===== config.mk =====
export PLATFORM = sky130hd
export DESIGN_NAME = stack_alu_sequencer
export DESIGN_NICKNAME = d
export VERILOG_FILES = /design/src/rtl/stack_alu_pkg.sv /design/src/rtl/stack_alu_sequencer.sv
export SDC_FILE = /design/constraint.sdc
export NUM_CORES = 1
export LEC_CHECK = 0
export CAP_MARGIN = 20
export CORE_ASPECT_RATIO = 1.25
export CORE_MARGIN = 2
export CORE_UTILIZATION = 45
export CTS_CLUSTER_DIAMETER = 150
export DETAILED_ROUTE_END_ITERATION = 8
export GPL_TIMING_DRIVEN = 0
export HOLD_SLACK_MARGIN = 0.12
export PLACE_DENSITY_LB_ADDON = 0.25
export SLEW_MARGIN = 20
export SYNTH_ARGS = -nofsm -noshare
export SYNTH_HDL_FRONTEND = slang
export SYNTH_SLANG_ARGS = --single-unit

===== constraint.sdc =====
create_clock -name clk -period 3.5 [get_ports clk]
set_clock_uncertainty 0.15 [all_clocks]
set_input_delay 0.875 -clock clk [delete_from_list [all_inputs] [get_ports clk]]
set_output_delay 0.875 -clock clk [all_outputs]
set_load 0.02 [all_outputs]

===== src/rtl/stack_alu_pkg.sv =====
// Shared definitions for the stack ALU front-end: ALU opcodes, token kinds
// and the sequencer state encoding.
package stack_alu_pkg;

    localparam int unsigned OP_W  = 3;
    localparam int unsigned TOK_W = 2;

    // ALU opcodes driven on alu_opcode
    localparam logic [OP_W-1:0] OP_NOP  = 3'b000;
    localparam logic [OP_W-1:0] OP_ADD  = 3'b100;
    localparam logic [OP_W-1:0] OP_MUL  = 3'b101;
    localparam logic [OP_W-1:0] OP_PUSH = 3'b110;
    localparam logic [OP_W-1:0] OP_POP  = 3'b111;

    // Token kinds on tok_kind
    localparam logic [TOK_W-1:0] TOK_OPND = 2'b00;
    localparam logic [TOK_W-1:0] TOK_ADD  = 2'b01;
    localparam logic [TOK_W-1:0] TOK_MUL  = 2'b10;
    localparam logic [TOK_W-1:0] TOK_END  = 2'b11;

    typedef enum logic [1:0] {
        ST_RUN    = 2'd0,
        ST_FLUSH  = 2'd1,
        ST_RESULT = 2'd2
    } state_e;

endpackage


===== src/rtl/stack_alu_sequencer.sv =====
// RPN token sequencer in front of a stack-based ALU.
// Ports:
//   clk, rst                 - clock, async active-high reset
//   tok_valid/ready/kind/data - postfix token stream in
//   alu_opcode, alu_in        - registered command to the ALU
//   alu_out, alu_overflow     - ALU result and overflow (registered in the ALU)
//   res_valid/ready/data      - expression result handshake
//   res_overflow, res_error   - sticky overflow / malformed-expression flags
//   busy                      - high while flushing or holding a result
module stack_alu_sequencer
    import stack_alu_pkg::*;
#(
    parameter int unsigned N     = 8,
    parameter int unsigned DEPTH = 8
) (
    input  logic             clk,
    input  logic             rst,
    input  logic             tok_valid,
    output logic             tok_ready,
    input  logic [TOK_W-1:0] tok_kind,
    input  logic [N-1:0]     tok_data,
    output logic [OP_W-1:0]  alu_opcode,
    output logic [N-1:0]     alu_in,
    input  logic [N-1:0]     alu_out,
    input  logic             alu_overflow,
    output logic             res_valid,
    input  logic             res_ready,
    output logic [N-1:0]     res_data,
    output logic             res_overflow,
    output logic             res_error,
    output logic             busy
);

    localparam int unsigned DW = $clog2(DEPTH + 1);

    state_e          state_q, state_d;
    logic [DW-1:0]   depth_q, depth_d;
    logic [OP_W-1:0] alu_opcode_q, alu_opcode_d;
    logic [N-1:0]    alu_in_q, alu_in_d;
    logic [N-1:0]    res_data_q, res_data_d;
    logic            res_valid_q, res_valid_d;
    logic            tok_ready_q, tok_ready_d;
    logic            busy_q, busy_d;
    logic            err_q, err_d;
    logic            ovf_q, ovf_d;
    // arith_pend: arith opcode on the bus; ovf_fold: its overflow is visible now
    logic            arith_pend_q, arith_pend_d;
    logic            ovf_fold_q, ovf_fold_d;
    // pop1: first flush pop on the bus; cap: alu_out holds the popped result
    logic            pop1_q, pop1_d;
    logic            cap_q, cap_d;
    logic            cap_done_q, cap_done_d;
    logic            tok_accept;

    assign tok_accept = tok_valid & tok_ready_q;

    // Next-state, ALU command and result bookkeeping
    always_comb begin
        state_d      = state_q;
        depth_d      = depth_q;
        alu_opcode_d = OP_NOP;
        alu_in_d     = alu_in_q;
        res_data_d   = res_data_q;
        res_valid_d  = res_valid_q;
        err_d        = err_q;
        ovf_d        = ovf_q | (ovf_fold_q & alu_overflow);
        arith_pend_d = 1'b0;
        ovf_fold_d   = arith_pend_q;
        pop1_d       = 1'b0;
        cap_d        = pop1_q;
        cap_done_d   = cap_done_q;

        case (state_q)
            ST_RUN: begin
                if (tok_accept) begin
                    case (tok_kind)
                        TOK_OPND: begin
                            if (depth_q < DW'(DEPTH)) begin
                                alu_opcode_d = OP_PUSH;
                                alu_in_d     = tok_data;
                                depth_d      = depth_q + DW'(1);
                            end else begin
                                err_d = 1'b1;
                            end
                        end
                        TOK_ADD, TOK_MUL: begin
                            if (depth_q >= DW'(2)) begin
                                alu_opcode_d = (tok_kind == TOK_ADD) ? OP_ADD : OP_MUL;
                                depth_d      = depth_q - DW'(1);
                                arith_pend_d = 1'b1;
                            end else begin
                                err_d = 1'b1;
                            end
                        end
                        default: begin
                            if (depth_q != DW'(1)) begin
                                err_d = 1'b1;
                            end
                            state_d = ST_FLUSH;
                            if (depth_q == '0) begin
                                res_data_d = '0;
                                cap_done_d = 1'b1;
                            end else begin
                                // first pop issued here so pops fill cycles k+1..k+D
                                alu_opcode_d = OP_POP;
                                depth_d      = depth_q - DW'(1);
                                pop1_d       = 1'b1;
                                cap_done_d   = 1'b0;
                            end
                        end
                    endcase
                end
            end
            ST_FLUSH: begin
                if (depth_q != '0) begin
                    alu_opcode_d = OP_POP;
                    depth_d      = depth_q - DW'(1);
                end
                if (cap_q) begin
                    res_data_d = alu_out;
                    cap_done_d = 1'b1;
                end
                // leave once the last pop has executed and the result is captured
                if ((depth_q == '0) && (alu_opcode_q != OP_POP) && (cap_done_q || cap_q)) begin
                    state_d     = ST_RESULT;
                    res_valid_d = 1'b1;
                end
            end
            ST_RESULT: begin
                if (res_ready) begin
                    state_d     = ST_RUN;
                    res_valid_d = 1'b0;
                    err_d       = 1'b0;
                    ovf_d       = 1'b0;
                end
            end
            default: begin
                state_d = ST_RUN;
            end
        endcase

        tok_ready_d = (state_d == ST_RUN);
        busy_d      = (state_d != ST_RUN);
    end

    // State and output registers
    always_ff @(posedge clk or posedge rst) begin
        if (rst) begin
            state_q      <= ST_RUN;
            depth_q      <= '0;
            alu_opcode_q <= OP_NOP;
            alu_in_q     <= '0;
            res_data_q   <= '0;
            res_valid_q  <= 1'b0;
            tok_ready_q  <= 1'b0;
            busy_q       <= 1'b0;
            err_q        <= 1'b0;
            ovf_q        <= 1'b0;
            arith_pend_q <= 1'b0;
            ovf_fold_q   <= 1'b0;
            pop1_q       <= 1'b0;
            cap_q        <= 1'b0;
            cap_done_q   <= 1'b0;
        end else begin
            state_q      <= state_d;
            depth_q      <= depth_d;
            alu_opcode_q <= alu_opcode_d;
            alu_in_q     <= alu_in_d;
            res_data_q   <= res_data_d;
            res_valid_q  <= res_valid_d;
            tok_ready_q  <= tok_ready_d;
            busy_q       <= busy_d;
            err_q        <= err_d;
            ovf_q        <= ovf_d;
            arith_pend_q <= arith_pend_d;
            ovf_fold_q   <= ovf_fold_d;
            pop1_q       <= pop1_d;
            cap_q        <= cap_d;
            cap_done_q   <= cap_done_d;
        end
    end

    assign tok_ready    = tok_ready_q;
    assign alu_opcode   = alu_opcode_q;
    assign alu_in       = alu_in_q;
    assign res_valid    = res_valid_q;
    assign res_data     = res_data_q;
    assign res_overflow = ovf_q;
    assign res_error    = err_q;
    assign busy         = busy_q;

endmodule


==> metrics.md, run 1 <==
| Metric | Value |
|---|---|
| Status | `complete, no violations` |
| Drt pass-1 iters | `4` |
| Layout area overhead | `36.6%` |
| Drt total wl | `3230 um` |
| Flops & latches, synth | `35` |
| Die Area | `4080 sq um` |
| P_int | `1.13 mW` |
| Root Buffer Master | `clkbuf_8` |
| RePlAce Congestion | `0.844` |
| Setup-failing EPs final | `0` |
| Largest net degree at the start of global routing | `36` |
| Clock sinks | `35` |
| Post-cts sizing count | `0` |
| Yosys cell types | `38` |
| Fillers | `295` |
| Slew Limit Headroom | `53.0%` |
| First-pass GRT wire length | `5460 um` |
| RSZ-0062 raised after global routing | `false` |
| Synth Instances | `145` |
| Setup TNS | `0 ns` |
| Post-synth EDFFs | `0` |
| Mapped Area | `1610 sq um` |
| LEAKAGE | `0.991 nW` |
| Setup bufs post-CTS | `0` |
| Synth top area share | `54.3%` |
| Fmax | `0.401 GHz` |
| Final instance area | `2200 sq um` |
| Slowest stage cell, crit path | `clkdlybuf4s50_1` |
| Synth async-reset ratio | `100%` |
| Pwr Density | `818 nW/um^2` |
| Initial DRC count | `39` |
| Count leader, synth | `dfrtp_1` |
| DRT antenna net count | `0` |
| Crit-path max cell delay | `0.51 ns` |
| H-tree lvl count | `2` |
| Comb power frac | `46.2%` |
| Net Sw Frac | `37.5%` |
| Worst Hold Class | `register to register` |
| Sequential share of power | `38.6%` |
| Peak supply drop | `0.000509 V` |
| Clock slew at reported path FFs | `0.07 ns` |
| Top_reg_cell synth | `dfrtp_1` |
| Synth Area per Inst | `11.1 sq um` |
| Post-Synth Adder-Cell Area | `4.66%` |
| Area of placed instances | `2120 sq um` |
| I/O pin total | `47` |
| Critical Path AT | `2.55 ns` |
| M1 GR Usage | `20.0%` |
| DRC Markers | `0` |
| Vias in the first global route | `1259` |
| Cts hold-fix bufs | `0` |
| Clock Path Buffers | `2` |
| CP Buf/Inv Count | `1` |
| Final Non-Filler Cells | `238` |
| Clk Latency, worst-skew pair | `0.28 ns` |
| Initial antenna violation count | `0` |
| Vias per inst | `5.23` |
| Gr busiest metal | `met2` |
| Final-report hold violation count | `0` |
| CTS buffer count | `5` |
| Die W | `57.5 um` |
| Compound-cell area share of the yosys netlist | `15.0%` |
| Simple-Gate Fraction of Synth Area | `15.1%` |
| Chip height | `70.9 um` |
| Wirelength per Cell | `13.6 um` |
| Max-slew violation count | `0` |
| Share of layout cells above drive strength 1 | `12.6%` |
| Final min period | `2.50 ns` |
| GRT met2 Usage | `30.1%` |
| Critical Path, Cell by Cell | `clkdlybuf4s50_1, ha_1, and2_1, o21ai_0, a32oi_2, mux2i_1` |
| Total grt overflow | `0` |
| Multi-input gate area | `677 sq um` |
| Synth area leaders | `dfrtp_1, mux2_2, nand2_1` |
| Post-synthesis xor/xnor area fraction | `1.09%` |
| N_diodes | `0` |
| Largest area contributor in the netlist | `dfrtp_1` |
| P_sw | `676 uW` |
| Cell Rows | `24` |
| Crit start category | `input pin` |
| Sequential cell area fraction in the yosys report | `54.3%` |
| Top cells by count, synth | `dfrtp_1, nand2_1, o21ai_0, inv_1, mux2_2` |
| Yosys Warn Count | `0` |
| Area of the core | `3450 sq um` |
| Kind of critical path | `input pin to register` |
| Crit share post-route | `71.3%` |
| M3 GR Usage | `4.75%` |
| Largest family of logic cells by synthesized area | `simple AND/OR/NAND/NOR gates` |
| Port Buffer Count | `46` |
| Largest fanout on the critical path | `7` |
| Maxcap violations | `0` |
| Post-layout nets | `227` |
| Post-Syn Nets | `174` |
| Register Area | `876 sq um` |
| Clock share of power | `15.2%` |
| Slew @ Worst Pin | `0.705 ns` |
| Initial core utilization | `46.7%` |
| Total Routing Usage GR | `17.1%` |
| Vias | `1245` |
| Worst Setup End Kind | `register` |
| Mux contribution to synthesized area | `6.21%` |
| Cell count after placement | `230` |
| CTS tree | `yes` |
| Delay-heaviest family, CP | `buffers and inverters` |
| Post-DP HPWL | `2470 um` |
| Crit path required time | `3.55 ns` |
## flip-flops by register name, indices dropped and copies added, names as in the netlist
| signal | count |
|---|---|
| busy | 1 |
| depth_q | 4 |
| alu_in | 8 |
| arith_pend_q | 1 |
| alu_opcode | 3 |
| res_data | 8 |
| tok_ready | 1 |
| res_error | 1 |
| ovf_fold_q | 1 |
| cap_done_q | 1 |
| state_q | 2 |
| cap_d | 1 |
| res_overflow | 1 |
| res_valid | 1 |
| cap_q | 1 |
## metal layers
| layer | wire [um] | up-vias |
|---|---|---|
| met5 | 0 | - |
| met4 | 26 | 0 |
| met3 | 145 | 4 |
| met2 | 1740 | 30 |
| met1 | 1320 | 603 |
| li1 | - | 608 |
## power by group through the flow
stage | sequential, mW | combinational, mW | clock, mW
4_1_cts | 0.696 | 0.840 | 0.281
3_3_place_gp | 0.690 | 0.820 | 0
2_1_floorplan | 0.855 | 0.306 | 0
6_report | 0.696 | 0.833 | 0.273
5_1_grt | 0.721 | 0.903 | 0.300
3_5_place_dp | 0.704 | 0.837 | 0
## cells by family (layout without fill, tap and decap cells)
family / count (synthesis) / after routing
compound gates: 36 / 36
fa+ha+maj: 6 / 6
buf+inv: 14 / 68
flops: 35 / 35
xor+xnor: 2 / 2
simple gates: 43 / 43
mux: 9 / 9
## path summary, 6_finish.rpt
path                                   startpoint                     end  slack (ns)  cells past startpoint
min reg2reg                arith_pend_q$_DFF_PP0_    ovf_fold_q$_DFF_PP0_        0.20                      0
max in group asynchronous                     rst   alu_in[0]$_DFFE_PP0P_        1.87                      2
max reg2reg                depth_q[1]$_DFFE_PP0P_    state_q[0]$_DFF_PP0_        1.60                      5
min in group asynchronous                     rst   alu_in[5]$_DFFE_PP0P_        0.88                      2
max                                   tok_kind[0]  depth_q[1]$_DFFE_PP0P_        1.00                      6
min                        arith_pend_q$_DFF_PP0_    ovf_fold_q$_DFF_PP0_        0.20                      0
## layout make-up
cell class              instances  area share [%]
clock buffers                   7            3.47
plain buffers                   3           0.795
well taps                      39            2.22
repair buffers                 46            20.9
clock inverters                 1           0.227
multi-input cells              96            30.7
flip-flops and latches         35            39.8
inverters                      11            1.88
## stage by stage
step / total power [mW] / worst slack (ns) / util, % / hold WS, ns
floorplan: 1.16 / 1.40 / - / 0.181
global placement: 1.51 / 0.748 / 61.4 / 0.185
detailed placement: 1.54 / 0.720 / 61.4 / 0.185
CTS: 1.82 / 1.02 / 63.8 / 0.200
global route: 1.93 / 0.947 / 63.8 / 0.217
finish: 1.80 / 1.00 / 63.8 / 0.199
## layout by cell type, fill, tap and decap left out, types with 2 or more instances in the layout
cell type / synthesis / final
a21o_1: 2 / 2
nor2b_1: 2 / 2
o211ai_1: 2 / 2
clkbuf_1: 0 / 2
dfrtp_1: 35 / 35
nand2_1: 21 / 21
and2_1: 2 / 2
a31oi_1: 3 / 3
nand3_1: 2 / 2
mux2_2: 8 / 8
buf_2: 2 / 2
a21oi_1: 4 / 4
xnor2_1: 2 / 2
ha_1: 6 / 6
inv_1: 11 / 10
nor2_1: 6 / 6
clkbuf_8: 0 / 5
o21ai_0: 13 / 13
clkdlybuf4s50_1: 0 / 46
o31ai_1: 3 / 3
## worst reg2reg max path, cell delays in order, from the launching register on
cell	delay [ns]
dfrtp_1	0.45
inv_1	0.13
ha_1	0.22
nand2_1	0.18
a311oi_1	0.49
o21ai_0	0.14
(Power assumes the default switching activity.)
==> run 2: changes to the inputs <==
Settings changed: CORE_UTILIZATION 45 to 42.
Clock period 3.5 ns to 2.2 ns, I/O delays scaled along.
==> run 2 against run 1 <==
Core utilization down 3.6 points; sequential power is 58% higher; setup slack worse by 0.81 ns; routed wire length grew 6.0%; largest cell class unchanged.
==> metrics.md, run 2 (synthesis gave the netlist of run 1 again) <==
| Metric | Value |
|---|---|
| Max-slew violation count | `0` |
| Area of the core | `3720 sq um` |
| Final instance area | `2240 sq um` |
| Clock sinks | `35` |
| Slew Limit Headroom | `52.6%` |
| Fmax | `0.498 GHz` |
| First-pass GRT wire length | `5940 um` |
| Clock Path Buffers | `2` |
| DRC Markers | `0` |
| I/O pin total | `47` |
| Final Non-Filler Cells | `239` |
| Worst Setup End Kind | `output pin` |
| DRT antenna net count | `0` |
| Post-layout nets | `227` |
| Vias in the first global route | `1279` |
| Status | `complete, no violations` |
| CTS buffer count | `5` |
| Clock slew at reported path FFs | `0.07 ns` |
| Die Area | `4350 sq um` |
| Fillers | `322` |
| Pwr Density | `1310 nW/um^2` |
| Maxcap violations | `0` |
| RSZ-0062 raised after global routing | `false` |
| Final min period | `2.01 ns` |
| RePlAce Congestion | `0.858` |
| Largest fanout on the critical path | `4` |
| Crit share post-route | `91.3%` |
| Crit path required time | `1.50 ns` |
| Clk Latency, worst-skew pair | `0.29 ns` |
| Critical Path, Cell by Cell | `clkdlybuf4s50_1` |
| Area of placed instances | `2120 sq um` |
| Commonest cells after routing, fill and taps aside | `clkdlybuf4s50_1, dfrtp_1, nand2_1` |
| Share of layout cells above drive strength 1 | `15.1%` |
| Delay-heaviest family, CP | `buffers and inverters` |
| Chip height | `73.3 um` |
| Die W | `59.4 um` |
| Cell Rows | `25` |
| Root Buffer Master | `clkbuf_8` |
| Slew @ Worst Pin | `0.710 ns` |
| Critical Path AT | `1.31 ns` |
| Total grt overflow | `0` |
| Largest net degree at the start of global routing | `36` |
| H-tree lvl count | `2` |
| CTS tree | `yes` |
| Initial DRC count | `30` |
| Vias per inst | `5.31` |
| Worst Hold Class | `register to register` |
| Kind of critical path | `register to output pin` |
| Setup TNS | `0 ns` |
| Peak supply drop | `0.000602 V` |
| Total Routing Usage GR | `18.3%` |
| LEAKAGE | `1.01 nW` |
| Cell count after placement | `231` |
| Layout area overhead | `39.1%` |
| Slowest stage cell, crit path | `clkdlybuf4s50_1` |
| WHS | `0.200 ns` |
| Cts hold-fix bufs | `0` |
| Drt pass-1 iters | `4` |
| Vias | `1270` |
| Post-DP HPWL | `2580 um` |
| Final-report hold violation count | `0` |
| N_diodes | `0` |
| Initial core utilization | `43.3%` |
| Setup bufs post-CTS | `0` |
| Crit-path max cell delay | `0.63 ns` |
| Drt total wl | `3420 um` |
| CP Buf/Inv Count | `1` |
| Setup-failing EPs final | `0` |
| Port Buffer Count | `46` |
| Tot Pwr | `2.94 mW` |
| Crit start category | `register` |
| Commonest non-fill, non-tap cell in the layout | `clkdlybuf4s50_1` |
| Initial antenna violation count | `0` |
| Wirelength per Cell | `14.3 um` |
-- run 2: cell count changes in the layout (fill, tap and decap cells not counted), sizes merged --
cell and delta:
clkbuf +1, clkinv -1, dlygate4sd2 +1, clkdlybuf4s50 -2, dlymetal6s2s +1
-- run 2: final cells by class --
type	count	area, sq um	share of cell area [%]
multi-input cells	96	694	31.0
well taps	40	50.0	2.23
plain buffers	3	17.5	0.782
clock buffers	8	100	4.47
repair buffers	46	462	20.6
flip-flops and latches	35	876	39.1
inverters	11	41.3	1.84
-- run 2: where the power goes --
part	switching, mW	internal, mW
logic	0.681	0.657
clock network	0.217	0.285
registers	0.187	0.915
total	1.09	1.86
-- run 2: final timing paths --
| check | from | endpoint | slack [ns] | depth (start not counted) |
|---|---|---|---|---|
| hold / removal | arith_pend_q$_DFF_PP0_ | ovf_fold_q$_DFF_PP0_ | 0.20 | 0 |
| setup / recovery | tok_ready$_DFF_PP0_ | tok_ready | 0.19 | 1 |
| hold reg to reg | arith_pend_q$_DFF_PP0_ | ovf_fold_q$_DFF_PP0_ | 0.20 | 0 |
| setup reg to reg | depth_q[1]$_DFFE_PP0P_ | state_q[0]$_DFF_PP0_ | 0.35 | 5 |
| min in group asynchronous | rst | alu_in[6]$_DFFE_PP0P_ | 0.54 | 2 |
| max in group asynchronous | rst | res_data[5]$_DFFE_PP0P_ | 0.89 | 2 |
-- run 2: repair_timing --
| action | in CTS | in global routing |
|---|---|---|
| setup endpoints to repair | 1 | 4 |
| resized for setup | 1 | 6 |
| pin swaps | 1 | 1 |
| endpoints found under the hold margin | 0 | 0 |
-- run 2: metal layers --
layer / track usage [%] / wire length, um
met4: 8.08 / 63
met3: 4.40 / 179
met5: 0 / 0
met2: 29.9 / 1770
met1: 22.6 / 1410
-- run 2: stage by stage --
stage                     worst slack, ns  utilization (%)
after floorplan                     0.424                -
after global placement             -0.228             57.0
after detailed placement           -0.314             57.0
after CTS                          0.0104             59.7
after global routing                0.126             60.2
final                               0.190             60.2
